`src/rtl/alu_pkg.sv`:
```
// Shared ALU definitions: op encodings and the multiplier controller state type.
package alu_pkg;
   localparam logic [1:0] ALU_ADD = 2'b00;
   localparam logic [1:0] ALU_SUB = 2'b01;
   localparam logic [1:0] ALU_AND = 2'b10;
   localparam logic [1:0] ALU_OR  = 2'b11;

   localparam int MULT_N = 8;

   typedef enum logic [1:0] {IDLE, RUN, DONE} mult_state_t;
endpackage

```
`src/rtl/alu_shift_add_mult_if.sv`:
```
// Start/busy/done handshake and operand/product bus of the shift-add multiplier.
interface alu_shift_add_mult_if #(parameter int N = 8);
   logic           start;
   logic [N-1:0]   multiplicand;
   logic [N-1:0]   multiplier;
   logic [2*N-1:0] product;
   logic           busy;
   logic           done;

   modport master (output start, multiplicand, multiplier, input product, busy, done);
   modport slave  (input start, multiplicand, multiplier, output product, busy, done);
endinterface

```
`src/rtl/alu_shift_add_mult.sv`:
```
// Sequential unsigned NxN multiplier: one shift-and-add step per clock through the
// external combinational ALU's ADD path, product formed in {acc,q}.
module alu_shift_add_mult
   import alu_pkg::*;
#(
   parameter int N = MULT_N
) (
   input  logic                 clk,
   input  logic                 reset,
   alu_shift_add_mult_if.slave  bus,
   output logic [N-1:0]         alu_a,
   output logic [N-1:0]         alu_b,
   output logic [1:0]           alu_control,
   input  logic [N-1:0]         alu_result,
   input  logic                 alu_c
);
   localparam int CNT_W = $clog2(N);

   mult_state_t      state, state_nxt;
   logic [N-1:0]     m, m_nxt;
   logic [N-1:0]     acc, acc_nxt;
   logic [N-1:0]     q, q_nxt;
   logic [CNT_W-1:0] cnt, cnt_nxt;

   always_ff @(posedge clk) begin
      if (reset) begin
         state <= IDLE;
         m     <= '0;
         acc   <= '0;
         q     <= '0;
         cnt   <= '0;
      end else begin
         state <= state_nxt;
         m     <= m_nxt;
         acc   <= acc_nxt;
         q     <= q_nxt;
         cnt   <= cnt_nxt;
      end
   end

   always_comb begin
      state_nxt   = state;
      m_nxt       = m;
      acc_nxt     = acc;
      q_nxt       = q;
      cnt_nxt     = cnt;
      alu_a       = acc;
      alu_b       = m;
      alu_control = ALU_ADD;
      bus.busy    = 1'b0;
      bus.done    = 1'b0;
      bus.product = {acc, q};

      unique case (state)
         IDLE: begin
            if (bus.start) begin
               m_nxt     = bus.multiplicand;
               q_nxt     = bus.multiplier;
               acc_nxt   = '0;
               cnt_nxt   = '0;
               state_nxt = RUN;
            end
         end
         RUN: begin
            bus.busy = 1'b1;
            // Carry-out becomes the new accumulator MSB, so the 2N-bit result never overflows.
            if (q[0]) {acc_nxt, q_nxt} = {alu_c, alu_result, q[N-1:1]};
            else      {acc_nxt, q_nxt} = {1'b0, acc, q[N-1:1]};
            cnt_nxt = cnt + 1'b1;
            if (cnt == CNT_W'(N-1)) state_nxt = DONE;
         end
         DONE: begin
            bus.done  = 1'b1;
            state_nxt = IDLE;
         end
         default: state_nxt = IDLE;
      endcase
   end
endmodule

```
`src/flat_wrapper.sv`:
```
// flat-port wrapper written by rule: the top's interface ports become plain ports
module alu_shift_add_mult_flat import alu_pkg::*;
#(
   parameter int N = MULT_N
)
  (clk, reset, alu_a, alu_b, alu_control, alu_result, alu_c, bus_start, bus_multiplicand, bus_multiplier, bus_product, bus_busy, bus_done);
  alu_shift_add_mult_if #(.N(N)) bus_i ();
  input  logic clk;
  input  logic reset;
  output logic [N-1:0] alu_a;
  output logic [N-1:0] alu_b;
  output logic [1:0] alu_control;
  input  logic [N-1:0] alu_result;
  input  logic alu_c;
  input wire logic [$bits(bus_i.start)-1:0] bus_start;
  input wire logic [$bits(bus_i.multiplicand)-1:0] bus_multiplicand;
  input wire logic [$bits(bus_i.multiplier)-1:0] bus_multiplier;
  output wire logic [$bits(bus_i.product)-1:0] bus_product;
  output wire logic [$bits(bus_i.busy)-1:0] bus_busy;
  output wire logic [$bits(bus_i.done)-1:0] bus_done;
  assign bus_i.start = bus_start;
  assign bus_i.multiplicand = bus_multiplicand;
  assign bus_i.multiplier = bus_multiplier;
  assign bus_product = bus_i.product;
  assign bus_busy = bus_i.busy;
  assign bus_done = bus_i.done;
  alu_shift_add_mult #(.N(N)) u_core (.clk(clk), .reset(reset), .bus(bus_i), .alu_a(alu_a), .alu_b(alu_b), .alu_control(alu_control), .alu_result(alu_result), .alu_c(alu_c));
endmodule
```
`config.mk`:
```
export PLATFORM = sky130hd
export DESIGN_NAME = alu_shift_add_mult_flat
export DESIGN_NICKNAME = d
export VERILOG_FILES = /design/src/rtl/alu_pkg.sv /design/src/rtl/alu_shift_add_mult_if.sv /design/src/rtl/alu_shift_add_mult.sv /design/src/flat_wrapper.sv
export SDC_FILE = /design/constraint.sdc
export NUM_CORES = 1
export LEC_CHECK = 0
export CORE_MARGIN = 5
export CORE_UTILIZATION = 45
export CTS_BUF_LIST = sky130_fd_sc_hd__clkbuf_8
export CTS_CLUSTER_SIZE = 24
export DETAILED_ROUTE_END_ITERATION = 16
export GPL_ROUTABILITY_DRIVEN = 0
export PLACE_DENSITY_LB_ADDON = 0.08
export SKIP_CTS_REPAIR_TIMING = 1
export SYNTH_ARGS = -nofsm -noshare
export SYNTH_HDL_FRONTEND = slang
export SYNTH_SLANG_ARGS = --single-unit
```
`constraint.sdc`:
```
create_clock -name clk -period 2.4 [get_ports clk]
set_input_delay 0.48 -clock clk [delete_from_list [all_inputs] [get_ports clk]]
set_output_delay 0.48 -clock clk [all_outputs]
set_load 0.01 [all_outputs]
```
After elaboration in Yosys (flattened, before gate mapping):

Cells that the tools add are included.

* input port bits: 28
* output and inout bits: 36
* flip-flop bits (word level): 29

* equal/unequal tests: 5
* add/sub/neg operators: 1
* mux-type cells: 13
* reductions and logical operators: 5

Operator list (number)
* $mux W8: 4
* $pmux W8 S2: 2
* $pmux W3 S2: 1
* $reduce_and A2 Y1: 3
* $mux W2: 2
* $pmux W2 S2: 1
* $add A3 B1 Y3 const B: 1
* $eq A3 B3 Y1 const B: 1
* $mux W3: 1
* $eq A2 B1 Y1 const B: 1
* $eq A2 B2 Y1 const B: 1
* $logic_not A2 Y1: 1
* $mux W1: 2
* $ne A2 B1 Y1 const B: 1
* $ne A2 B2 Y1 const B: 1
* $reduce_bool A2 Y1: 1

Longest topological paths before layout:

* depth in word-level cells: 3
* mapped depth: 5
* gate-level depth less buffers: 4

Worst setup path after synthesis:

Ideal clock, no wire load.

* path type: input to register
* start: input bus_start
* end: register u_core.acc[6] (netlist: u_core.alu_a[6])
* library setup time: 0.134 ns
* required time: 2.266 ns
* data arrival time: 1.210 ns
* slack: 1.056 ns
* stages on the path: 5
* cells stage by stage: or3b_1 buf_6 buf_6 nand3_1 a21oi_1

* longest elaborated chain between the ends: 2

RTL lines
* start, declared: RTL line flat_wrapper.sv:15 `input wire logic [$bits(bus_i.start)-1:0] bus_start;`
* $ne A2 B2 Y1 (no line)
* $reduce_and A2 Y1 (no line)
* end signal, assigned: RTL line alu_shift_add_mult.sv:35 `acc <= acc_nxt;`
* end, declared: RTL line alu_shift_add_mult.sv:21 `logic [N-1:0] acc, acc_nxt;`

No other way between the ends.
A chain may end at the register's enable or synchronous reset.

Final worst setup path:

* start: register u_core.state[1]
* end: output bus_done

* longest elaborated chain between the ends: 2

RTL lines
* start, declared: RTL line alu_shift_add_mult.sv:19 `mult_state_t state, state_nxt;`
* start signal, assigned: RTL line alu_shift_add_mult.sv:33 `state <= state_nxt;`
* $eq A2 B2 Y1: RTL line alu_shift_add_mult.sv:54 `unique case (state)`
* $mux W1: RTL line alu_shift_add_mult.sv:54
* end, declared: RTL line flat_wrapper.sv:20 `output wire logic [$bits(bus_i.done)-1:0] bus_done;`

No other way between the ends.

==> impl_results.md <==
* Status: completed
* Sequential fraction of the synthesis area at a little over two fifths
* Area of the multi-input gates at slightly below 600 um^2
* Path depth of the worst reg2reg path at 4
* Die Ht at about 64 um
* Part of the cycle the worst path needs at roughly 81%
* Critical-path maximum fanout at 7
* CP endpoint kind: primary output
* Sw power at between 200 and 300 uW
* Vias at approximately 1,300
* Minimum clock period at between 1.5 and 2 ns
* Final setup fails at 0
* Max capacitance violation total at 0
* Max Fclk at 0.515 GHz
* Pwr/cell area at ~640 nW/um^2
* Initial antenna violation count at 0
* Final nets at 243
* CP arrival at between 1 and 1.5 ns
* Switching power share of the total at 23.1%
* Count of buffers from port buffering at 61
* Final hold vios at 0
* Most frequent cells in the layout: clkdlybuf4s50_1, dfxtp_1, nand2_1
* I/O Pins at 64
* CTS clk-pin slew, worst paths at ~0.06 ns
* CTS Buf Count at 5
* Hold Path End: u_core.alu_b[7]
* CTS Sinks at 29
* RSZ-0062 raised after global routing: no
* Post-route setup slack at around 0.46 ns
* Critical path class: flop to primary output
* Setup TNS at 0 ns
* Area share of the largest cell type after synthesis at a little over two fifths
* Core Area at between 2000 and 3000 um^2
* ANT cells at 0
* P&R area growth vs syn at 50.8%
* First-pass GRT wire length at approximately 5700 um
* CTS tree: done
* Worst VDD drop at between 0.5 and 0.6 mV
* Syn Inst Count at 158
* Syn_area_per_cell at between 8 and 9 um^2
* Reg-to-Reg End: u_core.q[7]
* Maximum root-to-sink buffer count at 2
* Hold_sp: u_core.alu_b[7]
* 1st-pass router iterations at 4
* Logic pwr share at between 10% and 20%
* CP startpoint: u_core.state[1]
* CTS H-tree depth at 2
* Drc violations at 0
* Most common cell after layout, fill and taps aside: clkdlybuf4s50_1
* Congestion Overflow GR at 0
* Top FF cell, synth: dfxtp_1
* Ratio of cells with drive above 1 in the final layout at between 10% and 20%
* Startpoint Class: flop
* P_leak at 0.777 nW
* CTS root buffer: clkbuf_8
* Ys Warns at 0
* Clock latency at the later pin of the worst-skew pair at about 0.27 ns
* Synth area leader: dfxtp_1
* Worst r2r src: u_core.state[1]
* Int Power at slightly below 1 mW
* Fill cell count at approximately 230
* Die Area at approximately 4000 um^2
* FF+latch count, synth at 29
* Synth top area cells: dfxtp_1, a21oi_1, nand2_1
* Vias/cell at just over 5
* Clk network pwr share at between 30% and 40%
* Gr usage total at about 17%
* Number of synthesized flops with an enable pin at 0
* WL/cell at roughly 14 um
* Max-slew violation count at 0
* Largest net degree at the start of global routing at 20
* Post-route cell area at 1990 um^2
* Worst Hold Class: flop to flop
* Remaining antenna violation count at 0
* Site Rows at 19
* Die width at approximately 64 um
* DRC marker count from the first detailed-route iteration at 32
* Place WS at approximately 0.46 ns
* Vias in the first global route at 1,338
* Placed Area at around 1900 um^2
* Yosys cell types at 27
* Final wirelength at around 3400 um
* Post-DP HPWL at between 2000 and 2500 um
* Overall Power at approximately 1.3 mW
* Post-Syn Area at ~1300 um^2
* Util after Layout at a little under three quarters
* Required time of the critical path at roughly 1.9 ns
* Final Skew at approximately 0.0037 ns
* Hold Path Cell Cnt at 2
* Worst R2R Setup Slack at approximately 1.1 ns
* Proportion of synthesized flip-flops having asynchronous set or reset at 0%
* FF/Latch Area at slightly below 600 um^2
* Sequential fraction of design power at 41.8%
* Starting density of the core at approximately 47%
==> worst max-delay path, cell delays in order, from the launching register on <==
cell and delay, ns:
dfxtp_1 0.44, nor2b_1 0.20, clkdlybuf4s50_1 0.56
==> cell families (layout without fill, tap and decap cells) <==
logic type | count (synthesis) | in the layout | synth area share (%)
and+or+nand+nor | 69 | 69 | 23.7
DFF | 29 | 29 | 44.0
AOI/OAI and AO/OA | 26 | 26 | 11.4
buffers and inverters | 23 | 78 | 12.0
muxes | 8 | 8 | 6.73
adders and majority gates | 2 | 2 | 1.90
other | 1 | 2 | 0.284
==> area by class of cell <==
type / instances / share of cell area (%)
sequential: 29 / 29.2
multi-input combinational: 107 / 29.4
clock inverter: 2 / 1.70
tap: 31 / 1.95
clock buffer: 6 / 4.15
inverter: 2 / 0.377
timing repair buffer: 68 / 33.3
==> synthesized netlist by cell type, types with 2 or more instances <==
master    count
dfxtp_1      29
nand2_1      25
nor2_1       21
a21oi_1      20
buf_4        11
nand3_1      11
mux2_2        7
nor4_1        6
buf_2         4
clkbuf_1      3
a211oi_1      2
buf_6         2
ha_1          2
inv_1         2
==> power by group through the flow <==
stage	registers [mW]	logic (mW)	clock network, mW
after floorplan	0.552	0.114	0
after global placement	0.541	0.235	0
after detailed placement	0.543	0.241	0
after CTS	0.533	0.243	0.513
after global routing	0.537	0.261	0.530
final	0.533	0.240	0.502
==> metal layers <==
metal | vias to the layer above | wire length (um) | GRT usage, %
li1 | 627 | - | -
met1 | 602 | 1370 | 18.6
met2 | 39 | 1750 | 30.4
met3 | 2 | 226 | 4.38
met4 | 0 | 16 | 5.60
met5 | - | 0 | 0
==> stage by stage <==
stage	instances	hold slack (ns)
3_5_place_dp	237	0.452
6_report	245	0.456
4_1_cts	245	0.461
2_1_floorplan	159	0.444
5_1_grt	245	0.486
3_3_place_gp	237	0.443
==> registers in the layout, indices dropped and copies added, names as in the netlist <==
name and count:
u_core.q 8, u_core.alu_a 8, u_core.cnt 3, u_core.alu_b 8
u_core.state 2
==> worst max path at each step <==
| stage | endpoint | cells after the start | slack [ns] |
|---|---|---|---|
| 4_1_cts | bus_done | 2 | 0.45 |
| 3_5_place_dp | u_core.q[7] | 5 | 0.46 |
| 6_report | bus_done | 2 | 0.46 |
| 5_1_grt | bus_done | 2 | 0.37 |
| 3_3_place_gp | u_core.q[7] | 5 | 0.50 |
| 2_1_floorplan | u_core.alu_a[6] | 5 | 1.06 |
Note: power is estimated with default switching activity, not from simulation.
